==> src/rtl/sdm_pkg.sv <==
// Shared constants and width helpers for the iCESDM bitstream decimator.
// Optional feature macro: SDM_CIC_SATURATE_EN (drops one output bit and clamps full scale).
package sdm_pkg;

   localparam int unsigned CIC_ORDER = 3;

   localparam int unsigned SDM_LOG2R = 8;

`ifdef SDM_CIC_SATURATE_EN
   localparam bit CIC_SAT_EN = 1'b1;
`else
   localparam bit CIC_SAT_EN = 1'b0;
`endif

   // Integrator/comb width: holds R^3 = 2^(3*log2r) exactly.
   function automatic int unsigned cic_acc_w(input int unsigned log2r);
      return CIC_ORDER * log2r + 1;
   endfunction

   // Output width: one bit narrower when full scale is clamped.
   function automatic int unsigned cic_out_w(input int unsigned log2r, input bit sat);
      return sat ? cic_acc_w(log2r) - 1 : cic_acc_w(log2r);
   endfunction

endpackage

==> src/rtl/cic_comb_stage.sv <==
// One CIC comb section: y = x - x_prev, advancing only on the input valid pulse.
module cic_comb_stage #(
   parameter int unsigned W = 8
) (
   input  logic         i_clk,
   input  logic         i_rst,
   input  logic         i_valid,
   input  logic [W-1:0] i_x,
   output logic         o_valid,
   output logic [W-1:0] o_y
);

   logic [W-1:0] dly_q, dly_d;
   logic [W-1:0] y_q,   y_d;
   logic         vld_q, vld_d;

   // Difference against the previous sample and remember the current one.
   always_comb begin
      dly_d = dly_q;
      y_d   = y_q;
      vld_d = 1'b0;
      if (i_valid) begin
         y_d   = i_x - dly_q;
         dly_d = i_x;
         vld_d = 1'b1;
      end
   end

   // Stage registers with synchronous reset.
   always_ff @(posedge i_clk) begin
      if (i_rst) begin
         dly_q <= '0;
         y_q   <= '0;
         vld_q <= 1'b0;
      end else begin
         dly_q <= dly_d;
         y_q   <= y_d;
         vld_q <= vld_d;
      end
   end

   assign o_y     = y_q;
   assign o_valid = vld_q;

endmodule

==> src/rtl/sdm_cic_decimator.sv <==
// 3rd-order CIC decimator turning the iCESDM 1-bit stream into unsigned PCM.
// Optional feature macro: SDM_CIC_SATURATE_EN (clamps R^3 to 2^(3*LOG2R)-1, OUT_W = ACC_W-1).
module sdm_cic_decimator
   import sdm_pkg::*;
#(
   parameter  int unsigned LOG2R = SDM_LOG2R,
   localparam int unsigned OUT_W = cic_out_w(LOG2R, CIC_SAT_EN)
) (
   input  logic             i_clk,
   input  logic             i_rst,
   input  logic             i_bit,
   input  logic             i_bit_valid,
   output logic [OUT_W-1:0] o_data,
   output logic             o_valid
);

   localparam int unsigned ACC_W = cic_acc_w(LOG2R);

   logic [ACC_W-1:0] i1_q, i1_d;
   logic [ACC_W-1:0] i2_q, i2_d;
   logic [ACC_W-1:0] i3_q, i3_d;
   logic [ACC_W-1:0] s_q,  s_d;
   logic [LOG2R-1:0] cnt_q, cnt_d;
   logic             dec_stb_q, dec_stb_d;
   logic [OUT_W-1:0] data_q, data_d;
   logic             valid_q, valid_d;

   logic             c1_vld, c2_vld, c3_vld;
   logic [ACC_W-1:0] c1_y, c2_y, c3_y;

   // Pipelined integrators (old values, modulo 2^ACC_W) and decimation counter.
   always_comb begin
      i1_d      = i1_q;
      i2_d      = i2_q;
      i3_d      = i3_q;
      s_d       = s_q;
      cnt_d     = cnt_q;
      dec_stb_d = 1'b0;
      if (i_bit_valid) begin
         i1_d  = i1_q + ACC_W'(i_bit);
         i2_d  = i2_q + i1_q;
         i3_d  = i3_q + i2_q;
         cnt_d = cnt_q + LOG2R'(1);
         if (cnt_q == '1) begin
            dec_stb_d = 1'b1;
            s_d       = i3_q;
         end
      end
   end

   // Integrator, counter and capture registers.
   always_ff @(posedge i_clk) begin
      if (i_rst) begin
         i1_q      <= '0;
         i2_q      <= '0;
         i3_q      <= '0;
         s_q       <= '0;
         cnt_q     <= '0;
         dec_stb_q <= 1'b0;
      end else begin
         i1_q      <= i1_d;
         i2_q      <= i2_d;
         i3_q      <= i3_d;
         s_q       <= s_d;
         cnt_q     <= cnt_d;
         dec_stb_q <= dec_stb_d;
      end
   end

   cic_comb_stage #(.W(ACC_W)) u_comb1 (
      .i_clk   (i_clk),
      .i_rst   (i_rst),
      .i_valid (dec_stb_q),
      .i_x     (s_q),
      .o_valid (c1_vld),
      .o_y     (c1_y)
   );

   cic_comb_stage #(.W(ACC_W)) u_comb2 (
      .i_clk   (i_clk),
      .i_rst   (i_rst),
      .i_valid (c1_vld),
      .i_x     (c1_y),
      .o_valid (c2_vld),
      .o_y     (c2_y)
   );

   cic_comb_stage #(.W(ACC_W)) u_comb3 (
      .i_clk   (i_clk),
      .i_rst   (i_rst),
      .i_valid (c2_vld),
      .i_x     (c2_y),
      .o_valid (c3_vld),
      .o_y     (c3_y)
   );

   // Output stage: latch the comb result (optionally clamped) with a one-cycle valid.
   always_comb begin
      data_d  = data_q;
      valid_d = 1'b0;
      if (c3_vld) begin
         valid_d = 1'b1;
`ifdef SDM_CIC_SATURATE_EN
         data_d  = c3_y[ACC_W-1] ? {OUT_W{1'b1}} : c3_y[OUT_W-1:0];
`else
         data_d  = c3_y;
`endif
      end
   end

   // Output registers.
   always_ff @(posedge i_clk) begin
      if (i_rst) begin
         data_q  <= '0;
         valid_q <= 1'b0;
      end else begin
         data_q  <= data_d;
         valid_q <= valid_d;
      end
   end

   assign o_data  = data_q;
   assign o_valid = valid_q;

endmodule

==> config.mk <==
export PLATFORM = sky130hd
export DESIGN_NAME = sdm_cic_decimator
export DESIGN_NICKNAME = d
export VERILOG_FILES = /design/src/rtl/sdm_pkg.sv /design/src/rtl/cic_comb_stage.sv /design/src/rtl/sdm_cic_decimator.sv
export SDC_FILE = /design/constraint.sdc
export NUM_CORES = 1
export LEC_CHECK = 0
export CORE_MARGIN = 10
export CORE_UTILIZATION = 45
export CTS_CLUSTER_SIZE = 30
export DETAILED_ROUTE_END_ITERATION = 10
export SETUP_SLACK_MARGIN = 0.2
export SLEW_MARGIN = 10
export SYNTH_ARGS = -nofsm -noshare
export SYNTH_HDL_FRONTEND = slang
export SYNTH_SLANG_ARGS = --single-unit
==> constraint.sdc <==
create_clock -name i_clk -period 8.5 [get_ports i_clk]
set_input_delay 2.55 -clock i_clk [delete_from_list [all_inputs] [get_ports i_clk]]
set_output_delay 2.55 -clock i_clk [all_outputs]
set_load 0.005 [all_outputs]
Word-level counts from Yosys, hierarchy flattened --
Cells that the tools add are included.
Cells by class: mux-type cells 5, multiply operators 0, bitwise logic cells 1, $lt $le $gt $ge 0, div/mod/pow operators 0, equal/unequal tests 1, shift-type cells 0, reduce and logical (&&, ||, !) cells 2, add/subtract/negate cells 7
Operators by type and width (count):
- 25-bit subtractor | 3
- 25-bit adder | 2
- 25-bit by 1-bit adder with 25-bit output | 1
- 8-bit by 1-bit adder with 8-bit output (second input constant) | 1
- 8-bit equality test (second input constant) | 1
- 1-bit 2-to-1 mux | 5
- 2-bit AND reduction | 1
- 2-bit OR reduction | 1
- 1-bit inverter | 1
Word-level totals: bits in latches 0, memories kept 0, output and inout port bits 26, RAM bits 0, ROM bits 0, bits in registers 288, input bits 4, logic and storage cells 33

Logic depth before layout (Yosys ltp) --
Gate-level depths: netlist of the first run.
word-level depth 2, depth in mapped cells 13

Hierarchy --
From an unflattened synthesis of the first run, not the netlist that was laid out.
Second synthesis, totals: cell total of the unflattened synthesis 1946, area, all modules 16741.1 um2
By module, submodules not included:
- sdm_cic_decimator | seq. area each 2702.6 um2, times used 1, area each 7269.5 um2, cells each 836
- cic_comb_stage at u_comb2 ... | seq. area each 1021.0 um2, times used 2, area each 3191.8 um2, cells each 370
- cic_comb_stage at u_comb1 | seq. area each 1021.0 um2, times used 1, area each 3088.0 um2, cells each 370

Worst setup path after synthesis of the first run --
Ideal clock, no wire load.
path type input-to-reg, start input i_bit, end register i1_q[24], slack 4.121 ns, buffers on the path 0, stages 10, arrival 4.308 ns, cell sequence ha_1 > ha_1 > nand3_1 > nor2_1 > nand3_1 > nor2_1 > nand2_1 > or2_2 > or3_1 > a21oi_1
Between the ends: word-level cells in the longest chain between the ends 1
Ends and longest elaborated chain:
- from (decl) | line sdm_cic_decimator.sv:11 | input logic i_bit,
- 25-bit by 1-bit adder with 25-bit output | line sdm_cic_decimator.sv:40 | i1_d = i1_q + ACC_W'(i_bit);
- to (signal assigned) | line sdm_cic_decimator.sv:61 | i1_q <= i1_d;
- to (decl) | line sdm_cic_decimator.sv:19 | logic [ACC_W-1:0] i1_q, i1_d;
No other way between the ends. A chain may end at the register's enable or synchronous reset.

Worst setup path in the final report of the first run --
Ends and elaborated chain as after synthesis.

==> out/qor.txt, run 1 <==
outcome: completed
Post-Synth Simple-Gate Area: 0.1765
Netlist Area Pre-Place: 0.01659 mm^2
layout cells sized above 1: 0.05285
Crit. End Element: register
largest net degree at the start of global routing: 156
core area: 0.03652 mm^2
DRT antenna net count: 0
most frequent cell after synthesis: dfxtp_1
Port Buf Inserts: 29
crit path DAT: 5.08 ns
# Max-Cap Violations: 0
Post-synth EDFFs: 0
mux cell area share after synthesis: 0.1024
Rel. slew slack: 0.3586
initial core utilization: 0.4543
CTS buffer count: 34
Total GRT Usage: 0.1521
CTS tree: done
Diodes inserted: 0
non-filler instance count after layout: 2,436
post-CTS resize count: 0
average via count per standard cell: 5.327
Yosys Warn Count: 0
CTS Sinks: 288
Internal: 0.002348 W
die height: 212.0 um
Worst-Skew Late Latency: 0.51 ns
area share of fa/ha/maj cells after synthesis: 0.09879
power share of the sequential group: 0.460
flops & latches, synth: 288
drt pass-1 iters: 7
drt first-iter violations: 478
post-synth top area share: 0.3475
Seq/Total Area, Yosys: 0.3475
GP Congestion: 0.9033
clk_skew: 0.01494 ns
hold bufs inserted after CTS: 0
Synth-to-Final Area Change: 11.05%
# IOs: 30
HPWL after detailed placement: 24,550 um
largest family of logic cells by synthesized area: compound AO/OA/AOI/OAI gates
routed wire length: 34,470 um
die area: 0.04495 mm^2
die width: 212.0 um
Worst IR Drop VDD: 127.2 uV
leak pwr: 7.328 nW
Avg Inst Size Synth: 8.486 um^2
antenna violations before repair: 0
crit path time final: 4.645 ns
syn nets: 2,087
postcts setup bufs: 0
switching power: 0.0006112 W
worst hold slack: 0.4780 ns
Commonest cells post-synth: dfxtp_1 (288), nor2_1 (265), mux2i_1 (166)
crit-path max FO: 5
worst min path class: reg -> reg
Req. time, crit path: 8.93 ns
H-tree level count: 2
Cell Pwr Density: 160.6 mW/mm^2
Post-synth ARST share: 0
Clock power frac: 0.520
Vias: 12,980
Synth Area in Compound Gates: 0.1786
total gr overflow: 0
largest cells by area after synthesis: dfxtp_1 (35%), mux2i_1 (10%), ha_1 (9.3%)
FMAX: 215.3 MHz
post-synth top area cell: dfxtp_1
Critical Path Source Type: input pin
Placed Cells incl. Taps: 2,375
drt wl/cell: 14.15 um
switch share: 0.2065
Final #Nets: 2,075
xor/xnor share of the synthesized area: 0.05015
final period utilization: 0.5465
Root Driver: clkbuf_16
setup TNS: 0 ns
final count of pins violating max slew: 0
count of cell types in the netlist: 85
Combinational Power Share: 0.021
Syn Inst Count: 1,955
Cell Rows: 70
Clock Tree Buf Depth: 3
kind of critical path: in -> reg
Worst Tran Pin Value: 0.9594 ns
Final setup viols: 0
Post-route DRC: 0
RSZ-0062 raised after global routing: false
most used flip-flop cell after synthesis: dfxtp_1
first-pass GRT wire length: 58,860 um
Hold Vio Cnt, Final: 0
total chip power: 0.002959 W
vias in the first global route: 12,450
Reg clk slew, reported paths: 0.06 ns
[power by group through the flow]
stage / clock, W / combinational (W) / sequential [W]
2_1_floorplan: 0 / 0.0000491 / 0.00139
3_3_place_gp: 0 / 0.0000608 / 0.00139
3_5_place_dp: 0 / 0.0000623 / 0.00139
4_1_cts: 0.00159 / 0.0000624 / 0.00136
5_1_grt: 0.00163 / 0.0000689 / 0.00136
6_report: 0.00154 / 0.0000613 / 0.00136
[path summary, 6_finish.rpt]
kind	slack (ns)	cells after the start	endpoint	startpoint
worst max-delay path	3.85	11	i1_q[24]$_SDFFE_PP0P_	i_bit
worst min-delay path	0.48	2	s_q[18]$_SDFFE_PP0P_	s_q[18]$_SDFFE_PP0P_
worst min register to register	0.48	2	s_q[18]$_SDFFE_PP0P_	s_q[18]$_SDFFE_PP0P_
worst max register to register	5.15	11	i3_q[24]$_SDFFE_PP0P_	i3_q[0]$_SDFFE_PP0P_
[placed cells by master, fill, tap and decap left out, types with 11 or more instances in the layout]
| master | count |
|---|---|
| dfxtp_1 | 285 |
| nor2_1 | 265 |
| mux2i_1 | 166 |
| a21oi_1 | 144 |
| nand2_1 | 139 |
| ha_1 | 123 |
| inv_1 | 115 |
| a21o_1 | 61 |
| o21ai_0 | 57 |
| xnor2_1 | 49 |
| xor2_1 | 46 |
| nand3_1 | 37 |
| clkbuf_16 | 37 |
| nor3_1 | 28 |
| clkdlybuf4s50_1 | 27 |
| nand2b_1 | 23 |
| and3_1 | 22 |
| o21a_1 | 22 |
| a31oi_1 | 21 |
| nor2b_1 | 19 |
| nand4_1 | 19 |
| a211oi_1 | 18 |
| or3_1 | 15 |
| o311ai_0 | 15 |
| o21bai_1 | 13 |
| nand3b_1 | 13 |
| o211ai_1 | 12 |
| clkbuf_8 | 11 |
[per-stage QoR]
| step | util | area (um^2) | setup WS, ns |
|---|---|---|---|
| 3_3_place_gp | 0.4713 | 17210 | 3.329 |
| 6_report | 0.5045 | 18420 | 3.855 |
| 2_1_floorplan | - | 16590 | 4.121 |
| 4_1_cts | 0.5045 | 18420 | 3.830 |
| 3_5_place_dp | 0.4713 | 17210 | 3.296 |
| 5_1_grt | 0.5045 | 18420 | 3.559 |
[layer usage]
| layer | up-vias | wire length [um] | global-route usage |
|---|---|---|---|
| met2 | 137 | 16710 | 0.2723 |
| li1 | 6867 | - | - |
| met1 | 5918 | 16100 | 0.1853 |
| met5 | - | 0 | 0 |
| met3 | 55 | 874 | 0.02032 |
| met4 | 0 | 779 | 0.04513 |
[logic make-up (layout without fill, tap and decap cells)]
kind of cell | after synthesis | count (layout)
adders and majority gates | 128 | 128
xor gates and xnor gates | 95 | 95
muxes | 169 | 169
DFF | 288 | 288
AOI/OAI and AO/OA | 443 | 443
and+or+nand+nor | 629 | 629
buffers and inverters | 203 | 216
[worst max-delay path, stage by stage]
cell and delay [ns]:
clkdlybuf4s50_1 0.50, ha_1 0.17, ha_1 0.19, nand3_1 0.09
nor2_1 0.25, nand3_1 0.20, nor2_1 0.23, nand2_1 0.08
or2_2 0.32, or3_1 0.35, a21oi_1 0.13
[cell type report]
type                       count  area, um^2
fill                        3420       18100
multi-input combinational   1464       10060
sequential                   288        5769
clock buffer                  54        1100
tap                          468       585.6
inverter                     117       439.2
timing repair buffer          38       357.8
clock inverter                 7       110.1
Note: power is estimated with default switching activity, not from simulation.
==> inputs of run 2 (changes only) <==
Clock period 8.5 ns to 4.34 ns, I/O delays scaled along.
==> out/qor.txt, run 2 (synthesis results as in run 1) <==
Critical Path Source Type: input pin
top sig layer: met4
drt pass-1 iters: 5
Worst IR Drop VDD: 245.3 uV
leak pwr: 7.303 nW
storage element area: 0.005769 mm^2
Setup crit start: i_bit
worst min path class: reg -> reg
crit-path max FO: 5
final period utilization: 0.7780
RSZ-0062 raised after global routing: false
crit path DAT: 3.82 ns
DRT antenna net count: 0
setup TNS: 0 ns
kind of critical path: in -> reg
GP Congestion: 0.8645
Worst path max stage delay: 0.50 ns
postcts setup bufs: 0
die area: 0.04495 mm^2
clk_skew: 0.01843 ns
RR Startpoint: i2_q[0]$_SDFFE_PP0P_
routed wire length: 34,430 um
Synth-to-Final Area Change: 10.86%
H-tree level count: 2
CP Cell Sequence: clkdlybuf4s50_1 > ha_1 > ha_1 > nand3_1 > nor2_1 > nand3_1 > nor2_1 > nand2_1 > or2_2 > or3_1 > a21oi_1
layout cells sized above 1: 0.05333
Rel. slew slack: 0.3924
most common cell after layout, fill and taps aside: dfxtp_1
FMAX: 296.2 MHz
total chip power: 0.005660 W
Crit. End Element: register
post-CTS resize count: 0
Total GRT Usage: 0.1525
Final #Nets: 2,079
average via count per standard cell: 5.340
wire length on met1: 15,680 um
Cell Pwr Density: 307.7 mW/mm^2
Cell Rows: 70
Post-route DRC: 0
CTS tree: done
# IOs: 30
antenna violations before repair: 0
drt first-iter violations: 467
CTS Sinks: 288
first-pass GRT wire length: 58,650 um
multi-input logic area: 0.01006 mm^2
Root Driver: clkbuf_16
Vias: 13,010
CTS buffer count: 34
initial core utilization: 0.4543
# Max-Cap Violations: 0
commonest cells after routing, fill and taps aside: dfxtp_1 (285), nor2_1 (265), mux2i_1 (166)
Worst Tran Pin Value: 0.9088 ns
DR WL met3: 874 um
Reg clk slew, reported paths: 0.06 ns
hold path startpoint: u_comb3.o_y[3]$_SDFFE_PP0P_
WP buf/inv: 1
Worst-Skew Late Latency: 0.52 ns
Worst R2R End: i3_q[24]$_SDFFE_PP0P_
Diodes inserted: 0
Port Buf Inserts: 29
Final setup viols: 0
setup slack, reg-to-reg: 1.00 ns
crit-path leading delay family: simple AND/OR/NAND/NOR gates
hold bufs inserted after CTS: 0
Fill cells: 3,487
die height: 212.0 um
met2 wire length: 16,730 um
Req. time, crit path: 4.78 ns
final count of pins violating max slew: 0
vias in the first global route: 12,470
core area: 0.03652 mm^2
Hold Vio Cnt, Final: 0
Clock Tree Buf Depth: 3
outcome: completed
Worst Hold Depth: 2
WHS Endpoint: u_comb3.o_y[3]$_SDFFE_PP0P_
HPWL after detailed placement: 25,060 um
largest net degree at the start of global routing: 81
total gr overflow: 0
die width: 212.0 um
crit path time final: 3.376 ns
CP max stage cell: clkdlybuf4s50_1
drt wl/cell: 14.13 um
worst r2r path cells: 11
## run 2: changes by cell type in the layout (fill, tap and decap cells not counted), sizes merged
cell	before	now
inv	115	116
buf	11	15
clkbuf	54	48
clkinvlp	0	2
## run 2: routing by layer
layer | GRT usage | vias to the layer above
met2 | 0.2678 | 149
met5 | 0 | -
li1 | - | 6892
met4 | 0.06397 | 0
met1 | 0.1815 | 5897
met3 | 0.02268 | 76
## run 2: layout make-up
class	instances	share of cell area
inverter	117	0.02388
tap	468	0.03184
multi-input combinational	1464	0.5471
clock buffer	48	0.05408
sequential	288	0.3137
clock inverter	10	0.007687
timing repair buffer	42	0.02177
## run 2: power by group
| group | switching (W) | leakage, nW | internal (W) |
|---|---|---|---|
| Combinational | 0.0000887 | 4.43 | 0.0000360 |
| Clock | 0.00110 | 0.552 | 0.00177 |
| Sequential | 0.0000103 | 2.32 | 0.00265 |
## run 2: worst max path at each step
| stage | to | slack, ns | cells after the start |
|---|---|---|---|
| 2_1_floorplan | i1_q[24]$_SDFFE_PP0P_ | 1.21 | 10 |
| 3_3_place_gp | i1_q[24]$_SDFFE_PP0P_ | 0.45 | 11 |
| 3_5_place_dp | i1_q[24]$_SDFFE_PP0P_ | 0.43 | 11 |
| 4_1_cts | i1_q[24]$_SDFFE_PP0P_ | 0.96 | 11 |
| 5_1_grt | i3_q[24]$_SDFFE_PP0P_ | 0.79 | 11 |
| 6_report | i1_q[24]$_SDFFE_PP0P_ | 0.96 | 11 |
## run 2: through the flow
stage | setup WS (ns) | util | hold WS (ns) | cells | cell area (um^2)
finish | 0.9635 | 0.5036 | 0.4751 | 2437 | 18390
global route | 0.7854 | 0.5036 | 0.4946 | 2437 | 18390
CTS | 0.9585 | 0.5036 | 0.4748 | 2437 | 18390
detailed placement | 0.4251 | 0.4725 | 0.4653 | 2379 | 17260
global placement | 0.4508 | 0.4725 | 0.4571 | 2379 | 17260
floorplan | 1.209 | - | 0.4407 | 1955 | 16590
## run 2: worst register-to-register path, delay by kind of cell (launching register included)
kind,cells,cell delay [ns]
AND/OR/NAND/NOR,1,0.19
AO/OA/AOI/OAI,7,1.68
adder cells (fa/ha/maj),2,0.67
flip-flops,1,0.35
multiplexers,1,0.35
